File: config.mk
export PLATFORM = sky130hd
export DESIGN_NAME = cache_mem_arbiter
export DESIGN_NICKNAME = d
export VERILOG_FILES = /design/src/rtl/cache_mem_arbiter.sv
export SDC_FILE = /design/constraint.sdc
export NUM_CORES = 1
export LEC_CHECK = 0
export CAP_MARGIN = 5
export CORE_AREA = 8 8 144 146
export CTS_CLUSTER_SIZE = 12
export DETAILED_ROUTE_END_ITERATION = 10
export DIE_AREA = 0 0 152 154
export SYNTH_ARGS = -nofsm -noshare
export SYNTH_HDL_FRONTEND = slang
export SYNTH_SLANG_ARGS = --single-unit
File: constraint.sdc
create_clock -name clk -period 2.95 [get_ports clk]
set_input_delay 0.7375 -clock clk [delete_from_list [all_inputs] [get_ports clk]]
set_output_delay 0.7375 -clock clk [all_outputs]
set_load 0.1 [all_outputs]
File: src/rtl/cache_mem_arbiter.sv
// Merges the icache/dcache memory request streams onto one memory port and routes
// in-order memory responses back to the issuing cache via a source-ID FIFO.
module cache_mem_arbiter #(
    parameter int unsigned p_max_outstanding = 4
) (
    input  logic        clk,
    input  logic        reset,

    input  logic        cache0_req_val,
    output logic        cache0_req_rdy,
    input  logic [76:0] cache0_req_msg,
    output logic        cache0_resp_val,
    input  logic        cache0_resp_rdy,
    output logic [46:0] cache0_resp_msg,

    input  logic        cache1_req_val,
    output logic        cache1_req_rdy,
    input  logic [76:0] cache1_req_msg,
    output logic        cache1_resp_val,
    input  logic        cache1_resp_rdy,
    output logic [46:0] cache1_resp_msg,

    output logic        memreq_val,
    input  logic        memreq_rdy,
    output logic [76:0] memreq_msg,
    input  logic        memresp_val,
    output logic        memresp_rdy,
    input  logic [46:0] memresp_msg
);

    localparam int unsigned PtrW = $clog2(p_max_outstanding);
    localparam logic [PtrW:0]   CountFull = (PtrW + 1)'(p_max_outstanding);
    localparam logic [PtrW:0]   CountOne  = (PtrW + 1)'(1);
    localparam logic [PtrW-1:0] PtrOne    = PtrW'(1);

    logic                         prio_q;
    logic [p_max_outstanding-1:0] fifo_q;
    logic [PtrW-1:0]              head_q;
    logic [PtrW-1:0]              tail_q;
    logic [PtrW:0]                count_q;

    logic full;
    logic empty;
    logic grant;
    logic head_src;
    logic push;
    logic pop;

    // Request side: pure pass-through of the granted port.
    always_comb begin
        full  = (count_q == CountFull);
        empty = (count_q == '0);

        if (cache0_req_val && cache1_req_val) begin
            grant = prio_q;
        end else begin
            grant = cache1_req_val;
        end

        memreq_val     = (cache0_req_val | cache1_req_val) & ~full;
        memreq_msg     = grant ? cache1_req_msg : cache0_req_msg;
        cache0_req_rdy = ~grant & memreq_rdy & ~full;
        cache1_req_rdy = grant & memreq_rdy & ~full;
        push           = memreq_val & memreq_rdy;
    end

    // Response side: an empty FIFO stalls stray responses instead of dropping them.
    always_comb begin
        head_src        = fifo_q[head_q];
        cache0_resp_msg = memresp_msg;
        cache1_resp_msg = memresp_msg;
        cache0_resp_val = ~empty & ~head_src & memresp_val;
        cache1_resp_val = ~empty & head_src & memresp_val;
        memresp_rdy     = ~empty & (head_src ? cache1_resp_rdy : cache0_resp_rdy);
        pop             = memresp_val & memresp_rdy;
    end

    always_ff @(posedge clk) begin
        if (reset) begin
            prio_q  <= 1'b0;
            fifo_q  <= '0;
            head_q  <= '0;
            tail_q  <= '0;
            count_q <= '0;
        end else begin
            if (push) begin
                fifo_q[tail_q] <= grant;
                tail_q         <= tail_q + PtrOne;
                prio_q         <= ~grant;
            end
            if (pop) begin
                head_q <= head_q + PtrOne;
            end
            unique case ({push, pop})
                2'b10:   count_q <= count_q + CountOne;
                2'b01:   count_q <= count_q - CountOne;
                default: count_q <= count_q;
            endcase
        end
    end

endmodule

==> flow_metrics.tcl <==
set metrics [dict create \
    syn_area_mm2 0.00232 \
    grt_pass1_vias 3144 \
    syn_nets 634 \
    portBuffers 244 \
    p_per_area_mw_per_mm2 420 \
    cp.required_ps 2210 \
    finalHoldViolations 0 \
    tightest_slew_ps 516 \
    regToRegStartpoint "head_q[0]" \
    viasPerCell 3.75 \
    ant_nets 0 \
    dp_hpwl_mm 11.2 \
    worst_hold_slack_ps 486 \
    r2r_cells 9 \
    drt_wl_total_mm 15.1 \
    antenna_found_initial 0 \
    min_path_type "reg2reg" \
    h-tree-depth 1 \
    start_util 0.126 \
    final_common_cell "nand2_1" \
    status "finished, final reports clean" \
    critPathLaunch "cache0_req_val" \
    syn_to_final_growth_pct 148 \
    seq_area_frac_synth 0.103 \
    cts.sinks 12 \
    numCtsBuffers 3 \
    die_area_mm2 0.0234 \
    drt_iter0_drc 107 \
    min_to "head_q[1]" \
    clockBufferDepth 2 \
    max_freq_ghz 0.365 \
    setup_viol 0 \
    antenna_cells 0 \
    cts_tree "built" \
    wire_per_inst_um 18.6 \
    report.final.slew_viol_count 0 \
    num_rows 50 \
    ys.flop_type "dfxtp_1" \
    rrSetupSlack_ps 310 \
    fillers 1914 \
    place_inst 792 \
    syn_avg_cell_area_um2 5.55 \
    final_core_util 0.312 \
    layout_common_cells "nand2_1, clkdlybuf4s50_1, buf_12" \
    clkTransAtPathRegs_ps 40 \
    grt_setup_unrepaired "false" \
    hold-path-cell-count 2 \
    dr.pass1.iters 4 \
    drive_gt1_frac 0.260 \
    max-vdd-ir-drop_v 0.000248 \
    arrival_ps 2000 \
    synth_edf_count 0 \
    path_max_fanout 5 \
    drc 0 \
    clock_latency_ps 240 \
    place.gp.congestion 0.759 \
    via_count 3045 \
    slew-limit-headroom 0.655 \
    clockRootBuffer "clkbuf_16" \
    gr-total-overflow 0 \
    min_from "head_q[1]" \
    skew_ps 1.97 \
    grt_max_degree 50 \
    drv_cap 0 \
    grt_pass1_wl_mm 19.5 \
    yosys_warnings 0 \
    cp-start-kind "input pin" \
    fin_crit_ps 2740 \
    period_share 0.928 \
    finalNonFillerCells 812 \
    core-area_mm2 0.0185 \
    cp-end-kind "output port" \
    syn_inst 419 \
    ys_types 33 \
    ioPinCount 386 \
    final_nets 795 \
    die_w_um 152 \
    cellLeakagePower_uw 0.00265 \
    grtUsageTotal 0.105 \
    async_reset_ff_frac 0 \
    crit_type "in2out" \
    timing.rr.end "count_q[2]" \
    ys_ff_latch 12 \
    die_h_um 154 \
]
## final cells by class
cell class                      instances  area, µm²  area share
Sequential cell                        12        240      0.0417
Multi-Input combinational cell        285       1370       0.238
Clock buffer                            3       75.1      0.0130
Tap cell                              234        293      0.0509
Timing Repair Buffer                  270       3750       0.651
Inverter                                8       30.0     0.00522
## repair_timing
action | 4_1_cts | 5_1_grt
resized for setup | 17 | 11
setup endpoints to repair | 3 | 59
pin swaps | 1 | 3
gates cloned | 1 | 12
setup buffers | 2 | 2
hold buffers | 0 | 0
## Yosys cell counts, drive strengths merged (2+ instances only)
cell type,instances,area share
dfxtp,12,0.10
nand4,4,0.011
nand2,231,0.37
xor2,2,0.0075
ha,5,0.027
buf,96,0.31
nor2,15,0.025
clkbuf,18,0.029
a21oi,3,0.0065
inv,8,0.013
o21ai,2,0.0043
mux2i,6,0.027
## sequential cells by signal, indices dropped and copies added, names as in the netlist
signal and count:
fifo_q 4, tail_q 2, head_q 2, count_q 3, prio_q 1
## metal layers
metal | vias to the layer above | share of wire | global-route usage | wire, µm
li1 | 1500 | - | - | -
met1 | 1296 | 0.36 | 0.0991 | 5380
met3 | 7 | 0.12 | 0.0603 | 1800
met5 | - | 0 | 0 | 0
met2 | 242 | 0.52 | 0.197 | 7790
met4 | 0 | 0.0060 | 0.0171 | 91
## cell families after synthesis
logic type               after synthesis  share of synthesized area
buffers and inverters                122                      0.349
AO/OA/AOI/OAI                          8                     0.0205
AND/OR/NAND/NOR                      260                      0.437
XOR/XNOR                               3                     0.0113
adder cells (fa/ha/maj)                6                     0.0355
flip-flops                            12                      0.103
multiplexers                           8                     0.0436
## worst max-delay path, stage by stage
cell,delay [ps]
dlymetal6s2s_1,140
buf_4,140
a21boi_4,270
buf_12,190
buf_12,120
nand2_1,90
nand2_2,120
buf_12,180
## how the worst max path moves through the flow
stage | endpoint | slack, ps | cells after the start
2_1_floorplan | cache1_resp_val | 20 | 2
6_report | memreq_msg[49] | 210 | 8
5_1_grt | memreq_msg[49] | 110 | 8
3_3_place_gp | memreq_msg[49] | -50 | 7
3_5_place_dp | memreq_msg[49] | -70 | 7
4_1_cts | memreq_msg[43] | 0.2 | 8
## per-stage QoR
step           TNS, ps  total power [µW]  instance area [µm²]  setup WS (ps)
5_1_grt              0              2510                 5750            112
6_report             0              2410                 5750            212
3_3_place_gp     -46.3              2070                 5280          -46.3
3_5_place_dp      -104              2070                 5280          -70.5
2_1_floorplan        0              1850                 2350           17.8
4_1_cts              0              2350                 5440          0.237
## where the power goes
group	total, µW	switching, µW	internal (µW)
Clock	244	67.5	176
Sequential	194	14.6	179
Combinational	1980	1190	788
Total	2410	1270	1140
Note: power is estimated with default switching activity, not from simulation.
